$ cat src/rtl/mux_nx1_rr_reg.sv
// N-input registered multiplexer with valid/ready handshakes on each input and on the output.
// The source is chosen by an external select or by round-robin among valid inputs.
module mux_nx1_rr_reg #(
    parameter int WIDTH  = 32,
    parameter int NUM_IN = 4,
    parameter int SEL_W  = $clog2(NUM_IN)
) (
    input  logic                    clk,
    input  logic                    reset,
    input  logic [NUM_IN*WIDTH-1:0] in_data,
    input  logic [NUM_IN-1:0]       in_valid,
    output logic [NUM_IN-1:0]       in_ready,
    input  logic                    mode,
    input  logic [SEL_W-1:0]        sel,
    output logic [WIDTH-1:0]        out_data,
    output logic [SEL_W-1:0]        out_src,
    output logic                    out_valid,
    input  logic                    out_ready
);

    logic [SEL_W-1:0]  ptr;
    logic [SEL_W-1:0]  grant_idx;
    logic              grant_any;
    logic [NUM_IN-1:0] grant;
    logic              load;
    int                cand;

    assign load = ~out_valid | out_ready;

    // The round-robin search begins one past the last granted channel and wraps upward.
    always_comb begin
        grant     = '0;
        grant_idx = '0;
        grant_any = 1'b0;
        cand      = 0;
        if (mode) begin
            for (int k = 0; k < NUM_IN; k++) begin
                cand = (int'(ptr) + 1 + k) % NUM_IN;
                if (!grant_any && in_valid[cand]) begin
                    grant_any = 1'b1;
                    grant_idx = SEL_W'(cand);
                end
            end
        end else if (int'(sel) < NUM_IN) begin
            grant_any = in_valid[sel];
            grant_idx = sel;
        end
        if (grant_any) begin
            grant[grant_idx] = 1'b1;
        end
    end

    assign in_ready = reset ? '0 : (grant & {NUM_IN{load}});

    always_ff @(posedge clk or posedge reset) begin
        if (reset) begin
            out_valid <= 1'b0;
            out_data  <= '0;
            out_src   <= '0;
            ptr       <= SEL_W'(NUM_IN - 1);
        end else if (load) begin
            if (grant_any) begin
                out_valid <= 1'b1;
                out_data  <= in_data[int'(grant_idx)*WIDTH +: WIDTH];
                out_src   <= grant_idx;
                if (mode) begin
                    ptr <= grant_idx;
                end
            end else begin
                out_valid <= 1'b0;
            end
        end
    end

endmodule

$ cat config.mk
export PLATFORM = sky130hd
export DESIGN_NAME = mux_nx1_rr_reg
export DESIGN_NICKNAME = d
export VERILOG_FILES = /design/src/rtl/mux_nx1_rr_reg.sv
export SDC_FILE = /design/constraint.sdc
export NUM_CORES = 1
export LEC_CHECK = 0
export CAP_MARGIN = 20
export CORE_ASPECT_RATIO = 1.75
export CORE_UTILIZATION = 42
export CTS_CLUSTER_SIZE = 40
export DETAILED_ROUTE_END_ITERATION = 10
export PLACE_DENSITY_LB_ADDON = 0.08
export SLEW_MARGIN = 10
export SYNTH_ARGS = -nofsm -noshare
export SYNTH_HDL_FRONTEND = slang
export SYNTH_SLANG_ARGS = --single-unit
$ cat constraint.sdc
create_clock -name clk -period 4.1 [get_ports clk]
set_clock_uncertainty 0.2 [all_clocks]
set_input_delay 0.615 -clock clk [delete_from_list [all_inputs] [get_ports clk]]
set_output_delay 0.615 -clock clk [all_outputs]
set_load 0.05 [all_outputs]
=== Word level (Yosys, flattened, before mapping) ===
Cells that the tools add are included.

* Flip-flop bits (word level): 37
* Input bits: 138
* Output and inout bits: 39
* Word-level logic and storage cells: 68

* Add/sub/neg operators: 4
* Order comparisons: 7
* Shifts and indexed selects: 1
* Muxes and demuxes: 32
* Bitwise gates (word level): 7
* Reduce and logical (&&, ||, !) cells: 13

{| class="wikitable"
|+ Operators with widths
! operator !! count
|-
| indexed part select 128 x 8 -> 32 bit || 1
|-
| 2-to-1 mux 1 bit || 19
|-
| less-than comparator 3 x 4 -> 1 bit, second input constant || 4
|-
| binary-select mux 1 bit (select 2 bit) || 5
|-
| 2-to-1 mux 2 bit || 5
|-
| 2-to-1 mux 4 bit || 2
|-
| OR reduction 2 bit || 4
|-
| less-than comparator 2 x 3 -> 1 bit, second input constant || 2
|-
| adder 2 x 1 -> 2 bit, second input constant || 2
|-
| adder 2 bit, second input constant || 2
|-
| AND 1 bit, first input constant || 4
|-
| AND 4 bit || 1
|-
| logical AND 1 bit || 4
|-
| logical NOT 1 bit || 3
|-
| AND reduction 3 bit || 1
|-
| demux 1 bit (select 2 bit) || 1
|-
| greater-or-equal comparator 2 x 1 -> 1 bit, second input constant || 1
|-
| AND reduction 2 bit || 1
|-
| inverter 1 bit || 1
|-
| OR 1 bit || 1
|}

=== Longest topological paths before layout ===
* Word-level depth: 27
* Mapped depth: 9
* Gate-level depth less buffers: 6

=== Worst setup path after synthesis ===
No wires, ideal clock.

* Kind: input port to output port
* Start point: input in_valid[1]
* End point: output in_ready[0]
* Arrival: 3228 ps
* Data required time: 3285 ps
* Path slack: 57 ps
* Stages on the path: 8
* Buffers on the path: 3
* Cells stage by stage: buf_2 > nor2_1 > a22oi_1 > nor2_1 > or3_1 > buf_6 > buf_6 > nor4_1

* Cells in the longest elaborated chain, start to end: 24
* Elaborated cells between the ends (all ways): 41
* Classes of those cells: order compare (2); mux (31); bitwise (1); reduce/logical (7)

{| class="wikitable"
|+ RTL lines
! item !! line !! RTL
|-
| start, declared || 11 || <nowiki>input logic [NUM_IN-1:0] in_valid,</nowiki>
|-
| binary-select mux 1 bit (select 2 bit) || 39 || <nowiki>if (!grant_any && in_valid[cand]) begin</nowiki>
|-
| 2-to-1 mux 1 bit (not written as such) (2 in a row) || 39 ||
|-
| 2-to-1 mux 1 bit || 39 ||
|-
| 2-to-1 mux 1 bit || 36 || <nowiki>if (mode) begin</nowiki>
|-
| logical NOT 1 bit || 39 ||
|-
| logical AND 1 bit || 39 ||
|-
| 2-to-1 mux 1 bit || 39 ||
|-
| 2-to-1 mux 1 bit || 36 ||
|-
| (+7 left out) || -- ||
|-
| 2-to-1 mux 2 bit || 36 ||
|-
| less-than comparator 2 x 3 -> 1 bit (not written as such) / greater-or-equal comparator 2 x 1 -> 1 bit (equally long branches) || 49 || <nowiki>grant[grant_idx] = 1'b1;</nowiki>
|-
| logical AND 1 bit (not written as such) || 49 ||
|-
| 2-to-1 mux 1 bit (not written as such) || 49 ||
|-
| demux 1 bit (select 2 bit) || 49 ||
|-
| 2-to-1 mux 4 bit * || 48 || <nowiki>if (grant_any) begin</nowiki>
|-
| AND 4 bit * || 53 || <nowiki>assign in_ready = reset ? '0 : (grant & {NUM_IN{load}});</nowiki>
|-
| 2-to-1 mux 4 bit * || 53 ||
|-
| end, declared || 12 || <nowiki>output logic [NUM_IN-1:0] in_ready,</nowiki>
|}

Mark *: on every way between the ends. The rest lies on a longest branch, timed or not. The select of a mux whose other input is x is not followed.

=== Worst setup path after layout ===
* Start point: input in_valid[1]
* End point: output in_ready[2]

The elaborated chain is that of the path after synthesis.

==> out/results.ini <==
[run_status]
result_of_the_run=complete, no violations

[place]
numPlacedInstances=523
hpwl_mm=7.34
buffer_ports.inserted=176
dp_slack_ns=0.485
gpl.final_weighted_congestion=0.874
post_place_cell_area_sq_mm=0.00495

[setup_path]
required_ns=3.28
rr_worst_depth=7
reg2reg_from=ptr[0]
endpoint_kind=output pin
worstSetupPathType=input port to output pin
source_of_the_critical_timing_path=in_valid[1]
critPathLaunchType=input port
worst-endpoint-arrival_ns=2.83
path_max_fanout=17
r2r_slack_ns=1.29
regToRegEndpoint=out_data[22]

[floorplanning]
fp.dieArea_sq_mm=0.00780
die-width_um=67.2
floorplan.initialDensity_pct=43.5
core_region_area_sq_mm=0.00718
io_pins=177
num_rows=41
dieHeight_um=116

[clock_network]
cts_htree_levels=2
post_cts_resize_count=0
holdBufCountCts=0
clock_tree.root_cell=sky130_fd_sc_hd__clkbuf_16
cts-root-to-sink-buffers=2
post-cts-setup-buffer-count=0
tritoncts=built
clk_latency_ns=0.28
clk_transition_reported_paths_ns=0.06
clock_sinks=37
cts_buffers=5

[synthesis]
synth_common_cells=sky130_fd_sc_hd__nor2_1, sky130_fd_sc_hd__dfrtp_1, sky130_fd_sc_hd__a211oi_1, sky130_fd_sc_hd__mux2i_1, sky130_fd_sc_hd__and3_1
synth.cell_area_sq_mm=0.00312
post-synth-top-area-fraction_pct=28.0
synth.ff_latch_count=37
post_synthesis_sequential_area_ratio_pct=29.7
synth.net_count=417
ys_dominant_reg_cell=sky130_fd_sc_hd__dfrtp_1
synthMostInstantiatedCell=sky130_fd_sc_hd__nor2_1
syn_area_per_cell_sq_um=11.2
synth-async-reset-ratio_pct=100
synth.yosys.warnings=0
post_synth_main_area_contributors=sky130_fd_sc_hd__dfrtp_1, sky130_fd_sc_hd__a2111oi_4, sky130_fd_sc_hd__mux2i_1, sky130_fd_sc_hd__a211oi_1, sky130_fd_sc_hd__and3_1
synth.distinct_cells=41
yosysTopAreaCell=sky130_fd_sc_hd__dfrtp_1
synth_edf_count=0
syn_inst=279

[power]
ir_worst_vdd_mv=0.478
powerDensity_mw_per_mm2=519
pleak_nw=1.87
p_total_mw=2.65

[timing]
finalCriticalPeriod_ns=3.65
unrepaired_setup_endpoints_after_global_routing=no
worst-slew-pin-transition_ns=0.780
finalWorstSetupSlack_ns=0.451
worst_slew_margin_rel_pct=48.0
report.final.hold_viol_count=0
min_period_over_period_pct=89.0
setup_total_negative_slack_ns=0
timing.final.max_slew_violations=0
setup-violations-final=0
fmax_mhz=274
final.hold.worst_slack_ns=0.277

[detailed_routing]
drt-initial-drc-count=105
post_drt_via_cell_ratio=5.72
route.detailed.wl_per_inst_um=18.9
drt-pass1-iter-count=4
route.final.wire_length_mm=10.0
number_of_antenna_violating_nets_in_the_routed_design=0
drt_drc=0
via_count=3037

[layout]
register_area_sq_um=928
finish.instance_area_sq_mm=0.00510
num_antenna_cells=0
num-nets-final=582
syn2layout_area_growth_pct=63.3
multi_input_area_sq_mm=0.00202
fin_cells=531
nFillCells=564
drive_above_1_share_pct=13.5
fraction_of_the_core_area_covered_by_cells_at_the_end_of_the_flow_pct=71.0

[job]
drv_cap=0

[global_route]
grt_pass1_wl_mm=15.3
grt_antenna_before_repair=0
globalRouteTotalUtil_pct=26.3
grt_pass1_vias=3095
grt_overflow_total=0
grt_start_max_net_pins=37

[worst_hold_path]
holdPathStages=1
worstHoldEndpoint=out_src[1]
timing.hold.worst.start=out_src[1]
min-delay-path-class=flip-flop to flip-flop

==> layout make-up <==
| type | instances | area share, % |
|---|---|---|
| clock buffers | 8 | 2.87 |
| repair buffers | 188 | 37.1 |
| multi-input cells | 209 | 39.5 |
| flip-flops and latches | 37 | 18.2 |
| well taps | 86 | 2.11 |
| inverters | 3 | 0.221 |
==> cells by family (layout without fill, tap and decap cells) <==
kind of cell | after synthesis | after routing | share of synthesized area, %
buffers and inverters | 33 | 199 | 6.49
and+or+nand+nor | 95 | 95 | 16.4
DFF | 37 | 37 | 29.7
muxes | 34 | 34 | 10.9
AOI/OAI and AO/OA | 80 | 80 | 36.5
==> where the power goes <==
part           internal [mW]  switching (mW)
Clock                  0.243           0.150
Combinational          0.639            1.01
Sequential             0.515          0.0944
==> worst max path at each step <==
stage / slack [ns] / cells after the start / to
2_1_floorplan: 0.06 / 8 / in_ready[0]
3_3_place_gp: 0.51 / 8 / in_ready[2]
3_5_place_dp: 0.48 / 8 / in_ready[2]
4_1_cts: 0.47 / 8 / in_ready[2]
5_1_grt: 0.37 / 8 / in_ready[2]
6_report: 0.45 / 8 / in_ready[2]
==> routing by layer <==
layer	up-vias	GRT usage, %	wire length [um]
met5	-	0	0
met4	0	13.3	427
met3	29	5.41	712
met2	143	45.6	5260
met1	1448	29.5	3620
li1	1417	-	-
==> cell usage in the layout, fill, tap and decap left out, types with 2 or more instances in the layout <==
master and instances:
sky130_fd_sc_hd__a2111oi_0 6, sky130_fd_sc_hd__a2111oi_4 26, sky130_fd_sc_hd__a211oi_1 33, sky130_fd_sc_hd__a31oi_1 2, sky130_fd_sc_hd__and3_1 32, sky130_fd_sc_hd__and4_1 2
sky130_fd_sc_hd__buf_12 4, sky130_fd_sc_hd__buf_4 12, sky130_fd_sc_hd__clkbuf_1 2, sky130_fd_sc_hd__clkbuf_16 5, sky130_fd_sc_hd__clkdlybuf4s50_1 172, sky130_fd_sc_hd__dfrtp_1 35
sky130_fd_sc_hd__dfstp_2 2, sky130_fd_sc_hd__inv_1 2, sky130_fd_sc_hd__mux2i_1 33, sky130_fd_sc_hd__nand2_4 2, sky130_fd_sc_hd__nand2b_1 5, sky130_fd_sc_hd__nor2_1 38
sky130_fd_sc_hd__nor2b_1 4, sky130_fd_sc_hd__nor3_1 2, sky130_fd_sc_hd__nor4_1 2, sky130_fd_sc_hd__o21ai_0 3
==> state kept, by name, indices dropped and copies added, names as in the netlist <==
name and cells:
out_data 32, ptr 2, out_valid 1, out_src 2
==> critical path, cell delays in order <==
cell and delay [ns]:
sky130_fd_sc_hd__clkdlybuf4s50_1 0.58, sky130_fd_sc_hd__o21a_1 0.25, sky130_fd_sc_hd__o21ai_1 0.16, sky130_fd_sc_hd__o211ai_1 0.24, sky130_fd_sc_hd__nand2_4 0.17, sky130_fd_sc_hd__buf_4 0.37, sky130_fd_sc_hd__and4_1 0.26, sky130_fd_sc_hd__buf_4 0.20
Note: power is estimated with default switching activity, not from simulation.
